--- config.mk ---
export PLATFORM = sky130hd
export DESIGN_NAME = inflate_hdr_seq
export DESIGN_NICKNAME = d
export VERILOG_FILES = /design/src/rtl/inflate_hdr_seq.sv
export SDC_FILE = /design/constraint.sdc
export NUM_CORES = 1
export LEC_CHECK = 0
export CAP_MARGIN = 20
export CORE_MARGIN = 3
export CORE_UTILIZATION = 54
export DETAILED_ROUTE_END_ITERATION = 8
export GPL_ROUTABILITY_DRIVEN = 0
export PLACE_DENSITY = 0.77
export SLEW_MARGIN = 20
export SYNTH_ARGS = -nofsm -noshare
export SYNTH_HDL_FRONTEND = slang
export SYNTH_SLANG_ARGS = --single-unit
--- constraint.sdc ---
create_clock -name clk -period 2.5 [get_ports clk]
set_input_delay 0.5 -clock clk [delete_from_list [all_inputs] [get_ports clk]]
set_output_delay 0.5 -clock clk [all_outputs]
set_load 0.02 [all_outputs]
--- src/rtl/inflate_hdr_seq.sv ---
// inflate_hdr_seq: per-block sequencer for the inflate core.
// It reads the DEFLATE block header, writes the code-length-code lengths in permuted order,
// then runs the CL table build, length extraction, lit/dist tree build and symbol decode.
// Optional feature macro: INFLATE_FIXED_EN (fixed-Huffman blocks, BTYPE 01).
module inflate_hdr_seq (
  input  logic       clk,
  input  logic       rst_n,
  input  logic       start,
  output logic       bs_req,
  output logic [2:0] bs_len,
  input  logic [4:0] bs_data,
  input  logic       bs_ack,
  output logic       clen_we,
  output logic [4:0] clen_waddr,
  output logic [2:0] clen_wdata,
  output logic       blk_flush,
  output logic       cl_start,
  input  logic       cl_done,
  output logic       lens_start,
  output logic [8:0] lens_count,
  input  logic       lens_finish,
  output logic       tree_start,
  input  logic       tree_done,
  output logic       sym_start,
  input  logic       sym_eob,
  output logic       fixed_mode,
  output logic       busy,
  output logic       done,
  output logic       hdr_err
);

  localparam logic [3:0] StIdle    = 4'd0;
  localparam logic [3:0] StBhdr    = 4'd1;
  localparam logic [3:0] StHlit    = 4'd2;
  localparam logic [3:0] StHdist   = 4'd3;
  localparam logic [3:0] StHclen   = 4'd4;
  localparam logic [3:0] StClen    = 4'd5;
  localparam logic [3:0] StZfill   = 4'd6;
  localparam logic [3:0] StClbuild = 4'd7;
  localparam logic [3:0] StLens    = 4'd8;
  localparam logic [3:0] StTbuild  = 4'd9;
  localparam logic [3:0] StData    = 4'd10;
  localparam logic [3:0] StErr     = 4'd11;

  // Storage order of the code-length-code lengths.
  function automatic logic [4:0] perm(input logic [4:0] k);
    case (k)
      5'd0:  perm = 5'd16;
      5'd1:  perm = 5'd17;
      5'd2:  perm = 5'd18;
      5'd3:  perm = 5'd0;
      5'd4:  perm = 5'd8;
      5'd5:  perm = 5'd7;
      5'd6:  perm = 5'd9;
      5'd7:  perm = 5'd6;
      5'd8:  perm = 5'd10;
      5'd9:  perm = 5'd5;
      5'd10: perm = 5'd11;
      5'd11: perm = 5'd4;
      5'd12: perm = 5'd12;
      5'd13: perm = 5'd3;
      5'd14: perm = 5'd13;
      5'd15: perm = 5'd2;
      5'd16: perm = 5'd14;
      5'd17: perm = 5'd1;
      5'd18: perm = 5'd15;
      default: perm = 5'd0;
    endcase
  endfunction

  logic [3:0] state_q, state_d;
  logic       first_q, armed_q, bs_req_q, bs_req_d;
  logic       bfinal_q, bfinal_d;
  logic [4:0] hlit_q, hlit_d, hdist_q, hdist_d, k_q, k_d;
  logic [3:0] hclen_q, hclen_d;
  logic       clen_we_q, clen_we_d;
  logic [4:0] clen_waddr_q, clen_waddr_d;
  logic [2:0] clen_wdata_q, clen_wdata_d;
  logic [8:0] lens_count_q, lens_count_d;
  logic       blk_flush_q, cl_start_q, lens_start_q, tree_start_q, sym_start_q, done_q, done_d;
  logic       hdr_err_q;
  logic       ack_ok, req_state, any_start;
`ifdef INFLATE_FIXED_EN
  logic       fixed_q, fixed_d;
`endif

  assign ack_ok    = bs_req_q & bs_ack;
  assign req_state = state_q inside {StBhdr, StHlit, StHdist, StHclen, StClen};
  assign any_start = cl_start_q | lens_start_q | tree_start_q | sym_start_q;

  // Next-state, field latching and CL buffer write generation.
  always_comb begin
    state_d      = state_q;
    bfinal_d     = bfinal_q;
    hlit_d       = hlit_q;
    hdist_d      = hdist_q;
    hclen_d      = hclen_q;
    k_d          = k_q;
    clen_we_d    = 1'b0;
    clen_waddr_d = clen_waddr_q;
    clen_wdata_d = clen_wdata_q;
    lens_count_d = lens_count_q;
    done_d       = 1'b0;
`ifdef INFLATE_FIXED_EN
    fixed_d      = fixed_q;
`endif
    case (state_q)
      StIdle, StErr: if (start) state_d = StBhdr;
      StBhdr: if (ack_ok) begin
        bfinal_d = bs_data[0];
        case (bs_data[2:1])
          2'b10: state_d = StHlit;
`ifdef INFLATE_FIXED_EN
          2'b01: begin
            fixed_d = 1'b1;
            state_d = StTbuild;
          end
`endif
          default: state_d = StErr;
        endcase
      end
      StHlit: if (ack_ok) begin
        hlit_d  = bs_data;
        state_d = StHdist;
      end
      StHdist: if (ack_ok) begin
        hdist_d      = bs_data;
        lens_count_d = {4'b0, hlit_q} + 9'd257 + {4'b0, bs_data} + 9'd1;
        // More than 316 lengths cannot be valid; reject before any CL work.
        state_d      = (hlit_q > 5'd29 || bs_data > 5'd29) ? StErr : StHclen;
      end
      StHclen: if (ack_ok) begin
        hclen_d = bs_data[3:0];
        k_d     = 5'd0;
        state_d = StClen;
      end
      StClen: if (ack_ok) begin
        clen_we_d    = 1'b1;
        clen_waddr_d = perm(k_q);
        clen_wdata_d = bs_data[2:0];
        k_d          = k_q + 5'd1;
        if (k_q == {1'b0, hclen_q} + 5'd3) state_d = (hclen_q == 4'd15) ? StClbuild : StZfill;
      end
      StZfill: begin
        clen_we_d    = 1'b1;
        clen_waddr_d = perm(k_q);
        clen_wdata_d = 3'd0;
        k_d          = k_q + 5'd1;
        if (k_q == 5'd18) state_d = StClbuild;
      end
      StClbuild: if (armed_q && cl_done) state_d = StLens;
      StLens:    if (armed_q && lens_finish) state_d = StTbuild;
      StTbuild:  if (armed_q && tree_done) state_d = StData;
      StData: if (armed_q && sym_eob) begin
        done_d  = bfinal_q;
        state_d = bfinal_q ? StIdle : StBhdr;
      end
      default: state_d = StIdle;
    endcase
`ifdef INFLATE_FIXED_EN
    if (state_d == StBhdr && state_q != StBhdr) fixed_d = 1'b0;
`endif
    // Request rises one cycle after entry and drops for a cycle after every ack.
    bs_req_d = req_state && (state_d == state_q) && !ack_ok;
  end

  // State, header fields and registered outputs.
  always_ff @(posedge clk or negedge rst_n) begin
    if (!rst_n) begin
      state_q      <= StIdle;
      first_q      <= 1'b0;
      armed_q      <= 1'b0;
      bs_req_q     <= 1'b0;
      bfinal_q     <= 1'b0;
      hlit_q       <= 5'd0;
      hdist_q      <= 5'd0;
      hclen_q      <= 4'd0;
      k_q          <= 5'd0;
      clen_we_q    <= 1'b0;
      clen_waddr_q <= 5'd0;
      clen_wdata_q <= 3'd0;
      lens_count_q <= 9'd0;
      blk_flush_q  <= 1'b0;
      cl_start_q   <= 1'b0;
      lens_start_q <= 1'b0;
      tree_start_q <= 1'b0;
      sym_start_q  <= 1'b0;
      done_q       <= 1'b0;
      hdr_err_q    <= 1'b0;
`ifdef INFLATE_FIXED_EN
      fixed_q      <= 1'b0;
`endif
    end else begin
      state_q      <= state_d;
      first_q      <= (state_d != state_q);
      // A wait state only listens for its done input after its start pulse has gone out.
      armed_q      <= (state_d == state_q) && (armed_q || any_start);
      bs_req_q     <= bs_req_d;
      bfinal_q     <= bfinal_d;
      hlit_q       <= hlit_d;
      hdist_q      <= hdist_d;
      hclen_q      <= hclen_d;
      k_q          <= k_d;
      clen_we_q    <= clen_we_d;
      clen_waddr_q <= clen_waddr_d;
      clen_wdata_q <= clen_wdata_d;
      lens_count_q <= lens_count_d;
      blk_flush_q  <= first_q && (state_q == StBhdr);
      cl_start_q   <= first_q && (state_q == StClbuild);
      lens_start_q <= first_q && (state_q == StLens);
      tree_start_q <= first_q && (state_q == StTbuild);
      sym_start_q  <= first_q && (state_q == StData);
      done_q       <= done_d;
      hdr_err_q    <= (state_d == StErr);
`ifdef INFLATE_FIXED_EN
      fixed_q      <= fixed_d;
`endif
    end
  end

  // Request width follows the field being read.
  always_comb begin
    bs_len = 3'd0;
    case (state_q)
      StBhdr, StClen:  bs_len = 3'd3;
      StHlit, StHdist: bs_len = 3'd5;
      StHclen:         bs_len = 3'd4;
      default:         bs_len = 3'd0;
    endcase
  end

  assign bs_req     = bs_req_q;
  assign clen_we    = clen_we_q;
  assign clen_waddr = clen_waddr_q;
  assign clen_wdata = clen_wdata_q;
  assign blk_flush  = blk_flush_q;
  assign cl_start   = cl_start_q;
  assign lens_start = lens_start_q;
  assign lens_count = lens_count_q;
  assign tree_start = tree_start_q;
  assign sym_start  = sym_start_q;
  assign done       = done_q;
  assign hdr_err    = hdr_err_q;
  assign busy       = (state_q != StIdle) && (state_q != StErr);
`ifdef INFLATE_FIXED_EN
  assign fixed_mode = fixed_q;
`else
  assign fixed_mode = 1'b0;
`endif

endmodule

==> reports/results.tsv <==
metric	value	unit
Mapped Cells	289	
RR Startpoint	state_q[1]	
Syn-to-layout area delta	22.9	%
Crit Path Category	flop to output pin	
via count	2286	
Cell Chain, Critical Path	buf_4 -> nand2_1 -> a21oi_1 -> clkdlybuf4s50_1	
H-tree depth	2	
Final Hold Fails	0	
Top Ports	44	
Worst Setup End Kind	output pin	
CP Data Arrival Time	1.85	ns
Post-DRT Antenna Nets	0	
Setup crit start kind	flop	
CP max stage cell	clkdlybuf4s50_1	
post-CTS setup buffers	0	
fraction of layout cells with a size suffix above 1	11.8	%
Critical Path Max Stage Delay	0.62	ns
CTS Sinks	46	
wire length of the first global-routing pass	10400	µm
worst-skew pair later-pin latency	0.29	ns
Top FF cell, synth	dfrtp_1	
post-synthesis area per instance	9.44	µm²
die width	77.1	µm
Post-CTS Hold Buffers	0	
Slew Limit Fails	0	
final number of setup-violating endpoints	0	
CTS tree	yes	
Core Footprint	0.00482	mm²
number of synthesized register bits	46	
Die Height	77.1	µm
Mapped Area	0.00273	mm²
Worst R2R Path Depth	8	
DRT Pass-1 Iters	5	
fin nets	372	
hpwl dp	4510	µm
power per standard cell area	1260	mW/mm²
Routed WL	6030	µm
pin count of the biggest net entering global routing	47	
worst-margin pin slew	0.572	ns
Synth warnings	0	
number of enable flip-flop cells after synthesis	0	
crit path launch	state_q[0]	
Pleak	1.54	nW
unique cell type count in the Yosys netlist	57	
Via-to-Cell Ratio	5.62	
clk_skew	0.00521	ns
R2R Setup Slk	0.18	ns
Max Buffers Root-to-Sink	2	
Min-Delay Path Class	input port to async pin	
FMAX	425	MHz
gr ovfl total	0	
CTS root buffer	clkbuf_8	
initial antenna violation count	0	
vias in the first global route	2220	
Fillers	402	
row count	25	
run status	completed	
max_cap viols	0	
Worst Path Max Fanout	10	
Routed WL per cell	14.8	µm
IR drop worst, VDD	571	µV
CP required	2.00	ns
register area share after synthesis	42.2	%
Clock Pin Slew Worst Setup and Hold Paths	0.08	ns
Power Total	4.23	mW
worst flop-to-flop path endpoint	armed_q	
minimum clock period	2.35	ns
final core occ	69.6	%
Slew headroom	61.9	%
DRC	0	
RSZ-0062 raised after global routing	no	
IO Port Bufs	41	
CTS Buf Count	5	
period utilisation layout	94.1	%
ys async rst share	100	%
die area	0.00594	mm²
total track usage	21.5	%
antenna cells	0	
effective utilization at floorplan	56.6	%
First DRT Iteration DRCs	198	
## per-stage QoR
stage | setup slack [ns] | instances | TNS [ns] | hold WS (ns) | instance area, µm²
after floorplan | 0.529 | 290 | 0 | 0.204 | 2730
after global placement | -0.0153 | 400 | -0.0153 | 0.452 | 3270
after detailed placement | -0.0710 | 400 | -0.0710 | 0.457 | 3270
after CTS | 0.00763 | 407 | 0 | 0.301 | 3350
after global routing | 0.0295 | 407 | 0 | 0.329 | 3350
final | 0.149 | 407 | 0 | 0.281 | 3350
## cells in the mapped netlist (2+ instances only)
library cell / number / area share [%]
nand2b_1: 4 / 0.92
nand3_1: 6 / 1.1
nand2_1: 33 / 4.5
nor2_1: 21 / 2.9
and2b_1: 2 / 0.55
a211oi_1: 4 / 1.1
o21ai_1: 9 / 1.7
inv_2: 2 / 0.28
and3_1: 3 / 0.69
a21o_1: 4 / 1.1
nand4_1: 6 / 1.4
o211ai_1: 2 / 0.55
buf_4: 3 / 0.83
ha_1: 18 / 8.3
nor2b_1: 3 / 0.69
clkbuf_1: 6 / 0.83
o21ai_0: 9 / 1.7
mux2_2: 6 / 2.5
mux2_1: 2 / 0.83
inv_1: 20 / 2.8
a22oi_1: 4 / 1.1
o22ai_1: 2 / 0.46
a21oi_1: 14 / 2.6
nor3_1: 8 / 1.5
xor2_1: 6 / 1.9
a31oi_1: 5 / 1.1
xnor2_1: 6 / 1.9
buf_2: 5 / 0.92
mux2i_1: 2 / 0.73
and2_1: 2 / 0.46
dfrtp_1: 46 / 42
## flip-flops by register name (all words and copies together), names as in the netlist, 3 cells and up
signal and cells:
clen_wdata 3, hlit_q 5, lens_count 8, hclen_q 4
clen_waddr 5, state_q 4, k_q 5
## worst max path at each step
| stage | end | slack [ns] | cells after the start |
|---|---|---|---|
| 5_1_grt | bs_len[0] | 0.03 | 4 |
| 3_3_place_gp | lens_count[5] | -0.02 | 12 |
| 4_1_cts | bs_len[2] | 0.008 | 5 |
| 6_report | bs_len[0] | 0.15 | 4 |
| 3_5_place_dp | lens_count[5] | -0.07 | 12 |
| 2_1_floorplan | armed_q | 0.53 | 8 |
## cells by family after synthesis
| kind of cell | synth area share, % |
|---|---|
| buffers and inverters | 6.14 |
| and+or+nand+nor | 16.4 |
| DFF | 42.2 |
| AOI/OAI and AO/OA | 17.7 |
| other | 0.137 |
| xor gates and xnor gates | 4.45 |
| muxes | 4.03 |
| adders and majority gates | 8.99 |
## where the power goes
group          internal (mW)  switching, mW
combinational           1.13           1.34
sequential              1.03          0.296
clock                  0.188          0.239
## layout by cell type (no fill, tap or decap), types with 3 or more instances in the layout
cell type | synthesis | routed
mux2_2 | 6 | 6
o21ai_1 | 9 | 9
dfrtp_1 | 46 | 46
a211oi_1 | 4 | 4
clkdlybuf4s50_1 | 0 | 37
nor2b_1 | 3 | 3
nand3_1 | 6 | 6
a22oi_1 | 4 | 4
o21ai_0 | 9 | 9
xnor2_1 | 6 | 6
xor2_1 | 6 | 6
and3_1 | 3 | 3
nand4_1 | 6 | 6
inv_1 | 20 | 20
a21o_1 | 4 | 4
ha_1 | 18 | 18
a31oi_1 | 5 | 5
buf_4 | 3 | 18
nor2_1 | 21 | 21
a21oi_1 | 14 | 14
nand2_1 | 33 | 33
nand2b_1 | 4 | 4
nor3_1 | 8 | 8
clkbuf_8 | 0 | 5
## repair_timing
item | 4_1_cts | 5_1_grt
cloned | 0 | 0
gates resized for setup | 1 | 2
setup endpoints to repair | 1 | 2
## critical path: cells and delay by family (launching register included)
family	cells	cell delay (ns)
buffers and inverters	2	0.84
flip-flops	1	0.46
AO/OA/AOI/OAI	1	0.14
AND/OR/NAND/NOR	1	0.11
## per-layer routing
metal,part of all wire [%],track usage (%),wire [µm]
met1,47,29.3,2810
met2,46,33.9,2760
met3,5.7,4.11,341
met4,1.9,8.36,113
met5,0,0,0
## area by class of cell
| type | count | area, µm² | share of cell area [%] |
|---|---|---|---|
| multi-input combinational | 206 | 1410 | 42.1 |
| inverter | 22 | 82.6 | 2.46 |
| timing repair buffer | 59 | 544 | 16.2 |
| clock buffer | 5 | 68.8 | 2.05 |
| sequential | 46 | 1150 | 34.3 |
| tap | 67 | 83.8 | 2.50 |
| clock inverter | 2 | 10.0 | 0.298 |
No activity file was read; power rests on OpenSTA's default activity.
